==> config.mk <==
export PLATFORM = sky130hd
export DESIGN_NAME = ultrasonic_ranger
export DESIGN_NICKNAME = d
export VERILOG_FILES = /design/src/rtl/ultrasonic_ranger.sv
export SDC_FILE = /design/constraint.sdc
export NUM_CORES = 1
export LEC_CHECK = 0
export BUFFER_PORTS_ARGS = -buffer_cell sky130_fd_sc_hd__buf_2
export CAP_MARGIN = 20
export CORE_MARGIN = 2
export CORE_UTILIZATION = 50
export CTS_CLUSTER_SIZE = 10
export DETAILED_ROUTE_END_ITERATION = 12
export PLACE_DENSITY = 0.75
export SLEW_MARGIN = 25
export SYNTH_ARGS = -nofsm -noshare
export SYNTH_HDL_FRONTEND = slang
export SYNTH_SLANG_ARGS = --single-unit
==> constraint.sdc <==
create_clock -name clk -period 4.8 [get_ports clk]
set_clock_uncertainty 0.1 [all_clocks]
set_input_delay 0.72 -clock clk [delete_from_list [all_inputs] [get_ports clk]]
set_output_delay 0.72 -clock clk [all_outputs]
set_load 0.05 [all_outputs]
==> src/rtl/ultrasonic_ranger.sv <==
// HC-SR04-class ranger: trigger pulse, synchronised echo timing, cm conversion,
// timeout and thresholded presence detection with release hysteresis.
module ultrasonic_ranger #(
    parameter int unsigned CLOCK_FREQ        = 50_000_000,
    parameter int unsigned TRIG_US           = 10,
    parameter int unsigned TIMEOUT_US        = 30000,
    parameter int unsigned CYCLES_PER_CM     = 2900,
    parameter int unsigned DIST_THRESHOLD_CM = 10,
    parameter int unsigned HYST_CM           = 2
) (
    input  logic       clk,
    input  logic       rst,
    input  logic       start_i,
    input  logic       echo_i,
    output logic       trigger_o,
    output logic       busy_o,
    output logic [8:0] dist_cm_o,
    output logic       valid_o,
    output logic       timeout_o,
    output logic       object_detected_o
);

    // Divide before multiplying so the product stays within 32 bits.
    localparam int unsigned TrigCycles    = CLOCK_FREQ / 1_000_000 * TRIG_US;
    localparam int unsigned TimeoutCycles = CLOCK_FREQ / 1_000_000 * TIMEOUT_US;
    localparam int unsigned TrigW         = $clog2(TrigCycles + 1);
    localparam int unsigned TmoW          = $clog2(TimeoutCycles + 1);
    localparam int unsigned PrescW        = (CYCLES_PER_CM > 1) ? $clog2(CYCLES_PER_CM) : 1;
    localparam logic [8:0]  DistMax       = 9'd511;

    typedef enum logic [2:0] {
        StIdle,
        StTrig,
        StWaitRise,
        StMeasure,
        StDone
    } state_e;

    state_e            state_q, state_d;
    logic [2:0]        sync_q;
    logic [TrigW-1:0]  trig_cnt_q, trig_cnt_d;
    logic [TmoW-1:0]   tmo_cnt_q, tmo_cnt_d;
    logic [PrescW-1:0] presc_q, presc_d;
    logic [8:0]        cm_q, cm_d;
    logic [8:0]        dist_q, dist_d;
    logic              tmo_flag_q, tmo_flag_d;
    logic              obj_q, obj_d;

    logic       echo_rise, echo_fall;
    logic       finish, finish_tmo;
    logic [8:0] finish_dist, result;

    // sync_q[1] is the synchronised echo, sync_q[2] its previous value.
    assign echo_rise = sync_q[1] & ~sync_q[2];
    assign echo_fall = ~sync_q[1] & sync_q[2];

    always_ff @(posedge clk) begin
        if (rst) begin
            state_q    <= StIdle;
            sync_q     <= '0;
            trig_cnt_q <= '0;
            tmo_cnt_q  <= '0;
            presc_q    <= '0;
            cm_q       <= '0;
            dist_q     <= '0;
            tmo_flag_q <= 1'b0;
            obj_q      <= 1'b0;
        end else begin
            state_q    <= state_d;
            sync_q     <= {sync_q[1:0], echo_i};
            trig_cnt_q <= trig_cnt_d;
            tmo_cnt_q  <= tmo_cnt_d;
            presc_q    <= presc_d;
            cm_q       <= cm_d;
            dist_q     <= dist_d;
            tmo_flag_q <= tmo_flag_d;
            obj_q      <= obj_d;
        end
    end

    always_comb begin
        state_d     = state_q;
        trig_cnt_d  = trig_cnt_q;
        tmo_cnt_d   = tmo_cnt_q;
        presc_d     = presc_q;
        cm_d        = cm_q;
        dist_d      = dist_q;
        tmo_flag_d  = tmo_flag_q;
        obj_d       = obj_q;
        finish      = 1'b0;
        finish_tmo  = 1'b0;
        finish_dist = cm_q;
        result      = cm_q;

        case (state_q)
            StIdle: begin
                if (start_i) begin
                    state_d    = StTrig;
                    trig_cnt_d = '0;
                end
            end
            StTrig: begin
                if (trig_cnt_q == TrigW'(TrigCycles - 1)) begin
                    state_d   = StWaitRise;
                    tmo_cnt_d = '0;
                end else begin
                    trig_cnt_d = trig_cnt_q + TrigW'(1);
                end
            end
            StWaitRise: begin
                if (tmo_cnt_q == TmoW'(TimeoutCycles)) begin
                    finish     = 1'b1;
                    finish_tmo = 1'b1;
                end else begin
                    tmo_cnt_d = tmo_cnt_q + TmoW'(1);
                    if (echo_rise) begin
                        state_d = StMeasure;
                        presc_d = '0;
                        cm_d    = '0;
                    end
                end
            end
            StMeasure: begin
                if (tmo_cnt_q == TmoW'(TimeoutCycles)) begin
                    finish     = 1'b1;
                    finish_tmo = 1'b1;
                end else begin
                    tmo_cnt_d = tmo_cnt_q + TmoW'(1);
                    if (presc_q == PrescW'(CYCLES_PER_CM - 1)) begin
                        presc_d = '0;
                        if (cm_q != DistMax) begin
                            cm_d = cm_q + 9'd1;
                        end
                    end else begin
                        presc_d = presc_q + PrescW'(1);
                    end
                    // The fall cycle itself still counts toward the echo width.
                    if (echo_fall) begin
                        finish      = 1'b1;
                        finish_dist = cm_d;
                    end
                end
            end
            StDone: begin
                state_d = StIdle;
            end
            default: begin
                state_d = StIdle;
            end
        endcase

        if (finish) begin
            result     = finish_tmo ? DistMax : finish_dist;
            state_d    = StDone;
            tmo_flag_d = finish_tmo;
            dist_d     = result;
            if (finish_tmo) begin
                obj_d = 1'b0;
            end else if (32'(result) <= DIST_THRESHOLD_CM) begin
                obj_d = 1'b1;
            end else if (32'(result) > DIST_THRESHOLD_CM + HYST_CM) begin
                obj_d = 1'b0;
            end
        end
    end

    assign trigger_o         = (state_q == StTrig);
    assign busy_o            = (state_q != StIdle);
    assign valid_o           = (state_q == StDone);
    assign timeout_o         = (state_q == StDone) & tmo_flag_q;
    assign dist_cm_o         = dist_q;
    assign object_detected_o = obj_q;

endmodule
==> impl.org <==
** Outcome
- The run finished with clean final reports.

** Synth
- Syn Inst Count :: 417
- Synth Warn # :: 0
- Count of unique library cells instantiated by Yosys :: 60
- The number of nets handed over by synthesis was 426.
- Fraction of the yosys area taken by sequential cells :: 0.3945
- Synthesis-stage register bit count :: 68
- In the synthesized netlist the dominant register cell turns out to be sky130_fd_sc_hd__dfxtp_1.
- Mapped Area :: 3451 sq um
- Yosys mapped a number of flops with a built-in enable equal to 0.
- Post-synth ARST share :: 0
- A synthesized cell averages 8.275 sq um.

** Drt
- For this block, the initial DRC count from the detailed router was approximately 180.
- For this run, the detailed router's first-pass iteration total came to 4.
- In the routed layout, each cell is associated on average with a via count of 5.650.
- Wires add up to 6953 um.
- Post-route ant nets :: 0
- Overall via count from detail_route :: just under 3,000
- Detail-routed net length per standard cell :: about 14 um
- DRC violations left :: 0

** Die
- In this run the count of I/O pins placed on the die edge is 18.
- For this configuration, the core starts out at a cell density of 0.5136.
- Width of the die :: approximately 87 um
- Number of placement rows :: 30
- The die covers 7582 sq um.
- The floorplan step defined a core boundary enclosing 6719 sq um.
- In this run the vertical extent of the chip is slightly below 90 um.

** Final layout
- The multi-input combinational cells in the finished layout cover a total of a little under 2000 sq um.
- ANT cells :: 0
- The area growth from synthesis to layout is 8.484%.
- In the final design database the tool counted 437 nets.
- Fraction of final layout cells sized beyond drive strength 1 :: 0.1137
- Final core utilization :: 0.5572
- Register Area :: between 1000 and 1500 sq um
- Fillers :: 603

** Worst setup path
- Among cell families on the critical path, the largest total delay comes from simple AND/OR/NAND/NOR gates.
- Start-to-end type of the worst setup path :: reg2reg
- Critical Path RT :: 4.99 ns
- STA puts the critical path data arrival time at 3.41 ns.
- CP max stage cell :: sky130_fd_sc_hd__nor4_1
- Traced cell by cell, the critical path runs through ha_1, and4bb_2, nand4_1, nor4_1, xnor2_1, nand2_1, or4_1, o21ba_1, o221a_1.
- Worst Path Buf+Inv :: 0
- Critical Path End Type :: flip-flop
- In this run the worst path has a maximum fanout of 11.
- For this run, the slowest stage of the critical path takes approximately 0.64 ns.
- Kind of start point of the critical path :: flip-flop

** Timing
- Headroom to the max-slew limit :: 0.5310
- For the pin with the worst max-slew slack, the measured transition is 0.7020 ns.
- Setup repair after global routing left no endpoint under its margin.
- Max Clock Freq :: between 300 and 400 MHz
- Final clock period utilization by the worst path :: 0.6692
- The smallest clock period supported by the final layout is computed as 3.212 ns.
- Final hold violation count :: 0
- In the post-route analysis, the smallest setup slack over all paths is approximately 1.6 ns.
- Final Max Tran Viols :: 0
- Setup violations remaining at the end of the flow were counted as 0.
- Summed over all failing endpoints, the final setup total negative slack is 0 ns.

** Place
- Summed over all nets, the half-perimeter wirelength after detailed placement is 4739 um.
- Routability-driven placement finished with a final weighted congestion of 0.9504.
- The count of buffers added on input and output ports is 17.
- Placement-stage worst setup slack :: 1.642 ns

** Pwr
- The internal portion of the total power is 0.8675 mW.
- Leak :: 1.361 nW
- Of the total power, the share spent switching nets is 0.2529.
- The worst-case IR drop observed on VDD is 0.1506 mV.
- Of the total power, the clock network draws 0.401.
- The design draws ~1.2 mW.
- In this run the power spent charging and discharging nets is 0.2936 mW.
- Combinational power share :: 0.093
- Of the total power, registers draw 0.506.
- Power density relative to cell area :: 310.2 nW/um^2

** Global route
- Initial antenna violation count :: 0
- Across every metal layer, demand over resource in global routing totals 0.1993.
- First-pass GRT wire length :: 11,810 um
- Summed over all layers, the global routing overflow is 0.
- Number of global-route vias before repair :: 2,606
- Entering global routing, the biggest net connects 34 pins.

** CTS
- In this run the number of H-tree levels came out at 3.
- Sink count of the clock tree :: 68
- Post-cts sizing count :: 0
- Buffers inserted during clock tree synthesis total 9.
- Clock insertion delay at the later pin of the skew report :: about 0.35 ns
- Number of buffers on the longest clock path :: 2
- Root Buffer :: sky130_fd_sc_hd__clkbuf_8
- In this run the post-CTS setup repair buffer count came out at 0.
- Count of hold-fix buffers inserted at cts :: 0
- After clock tree synthesis, the clock-pin slew on the worst setup and hold paths is about 0.07 ns.
- TritonCTS built the clock tree.

** Run
- Max Cap Viol :: 0

** Min path
- Class of the tightest hold or removal check :: reg2reg
[power groups by stage]
| stage | combinational [mW] | sequential, mW | clock, mW |
|---|---|---|---|
| 2_1_floorplan | 0.0924 | 0.594 | 0 |
| 3_5_place_dp | 0.108 | 0.599 | 0 |
| 5_1_grt | 0.121 | 0.589 | 0.505 |
| 6_report | 0.108 | 0.587 | 0.466 |
| 4_1_cts | 0.108 | 0.587 | 0.477 |
| 3_3_place_gp | 0.106 | 0.599 | 0 |
[final timing paths]
check	start	to	slack, ns	cells after the start
setup reg to reg	presc_q[0]$_SDFFE_PP0P_	object_detected_o$_SDFFE_PP0P_	1.59	9
hold / removal	sync_q[0]$_SDFF_PP0_	sync_q[1]$_SDFF_PP0_	0.34	1
setup / recovery	presc_q[0]$_SDFFE_PP0P_	object_detected_o$_SDFFE_PP0P_	1.59	9
hold reg to reg	sync_q[0]$_SDFF_PP0_	sync_q[1]$_SDFF_PP0_	0.34	1
[state kept, by name, indices dropped and copies added (netlist names)]
register,flops
object_detected_o,1
trig_cnt_q,9
tmo_flag_q,1
cm_q,9
dist_cm_o,9
tmo_cnt_q,21
state_q,3
sync_q,3
presc_q,12
[Yosys cell counts, drive strengths merged, types with 2 or more instances]
| cell | instances | area share |
|---|---|---|
| a211oi | 3 | 0.0065 |
| a21oi | 26 | 0.040 |
| a31oi | 2 | 0.0036 |
| a32oi | 2 | 0.0051 |
| and2 | 3 | 0.0054 |
| and3 | 12 | 0.022 |
| and4bb | 2 | 0.0073 |
| buf | 10 | 0.017 |
| clkbuf | 8 | 0.0087 |
| dfxtp | 68 | 0.39 |
| ha | 5 | 0.018 |
| inv | 9 | 0.0098 |
| mux2i | 3 | 0.0087 |
| nand2 | 35 | 0.039 |
| nand2b | 3 | 0.0054 |
| nand3 | 18 | 0.028 |
| nand3b | 3 | 0.0065 |
| nand4 | 11 | 0.022 |
| nor2 | 74 | 0.082 |
| nor2b | 5 | 0.0091 |
| nor3 | 14 | 0.020 |
| nor3b | 5 | 0.011 |
| nor4 | 5 | 0.015 |
| o21ai | 15 | 0.022 |
| o22ai | 5 | 0.0091 |
| or2 | 3 | 0.0054 |
| or3 | 7 | 0.013 |
| or4 | 2 | 0.0043 |
| xnor2 | 24 | 0.061 |
| xor2 | 17 | 0.043 |
[routing by layer]
metal / vias to the layer above / track usage / routed length (um)
met4: 0 / 0.09091 / 114
met1: 1323 / 0.2622 / 3358
met2: 80 / 0.2998 / 3105
met3: 7 / 0.05972 / 375
li1: 1477 / - / -
met5: - / 0 / 0
[per-stage QoR]
stage | hold WS (ns) | cells | area (sq um)
2_1_floorplan | 0.3138 | 417 | 3451
3_3_place_gp | 0.3363 | 497 | 3553
3_5_place_dp | 0.3446 | 497 | 3553
4_1_cts | 0.3589 | 511 | 3744
5_1_grt | 0.3787 | 511 | 3744
6_report | 0.3416 | 511 | 3744
[cell usage in the layout (no fill, tap or decap), types with 11 or more instances in the layout]
| master | netlist | layout |
|---|---|---|
| sky130_fd_sc_hd__a21oi_1 | 24 | 24 |
| sky130_fd_sc_hd__and3_1 | 12 | 12 |
| sky130_fd_sc_hd__buf_2 | 6 | 17 |
| sky130_fd_sc_hd__clkbuf_8 | 0 | 11 |
| sky130_fd_sc_hd__dfxtp_1 | 68 | 68 |
| sky130_fd_sc_hd__nand2_1 | 34 | 34 |
| sky130_fd_sc_hd__nand3_1 | 17 | 17 |
| sky130_fd_sc_hd__nor2_1 | 72 | 72 |
| sky130_fd_sc_hd__nor3_1 | 14 | 14 |
| sky130_fd_sc_hd__o21ai_0 | 15 | 15 |
| sky130_fd_sc_hd__xnor2_1 | 24 | 24 |
| sky130_fd_sc_hd__xor2_1 | 17 | 17 |
[worst register-to-register path: stages (launching register included)]
cell                       delay (ns)
sky130_fd_sc_hd__dfxtp_1         0.39
sky130_fd_sc_hd__ha_1            0.21
sky130_fd_sc_hd__and4bb_2        0.24
sky130_fd_sc_hd__nand4_1         0.39
sky130_fd_sc_hd__nor4_1          0.64
sky130_fd_sc_hd__xnor2_1         0.18
sky130_fd_sc_hd__nand2_1         0.08
sky130_fd_sc_hd__or4_1           0.55
sky130_fd_sc_hd__o21ba_1         0.23
sky130_fd_sc_hd__o221a_1         0.16
[cells by family (layout without fill, tap and decap cells)]
kind of cell | Yosys count | count (layout) | share of synthesized area
compound gates | 64 | 64 | 0.1200
xor+xnor | 41 | 41 | 0.1041
fa+ha+maj | 5 | 5 | 0.01813
buf+inv | 27 | 41 | 0.03589
flops | 68 | 68 | 0.3945
mux | 3 | 3 | 0.008702
simple gates | 209 | 209 | 0.3187
[layout make-up]
cell class / count / share of cell area
flip-flops and latches: 68 / 0.3636
clock buffers: 12 / 0.04144
multi-input cells: 322 / 0.5251
repair buffers: 18 / 0.02473
inverters: 9 / 0.009024
well taps: 80 / 0.02674
clock inverters: 2 / 0.009358
No activity file was read; power rests on OpenSTA's default activity.
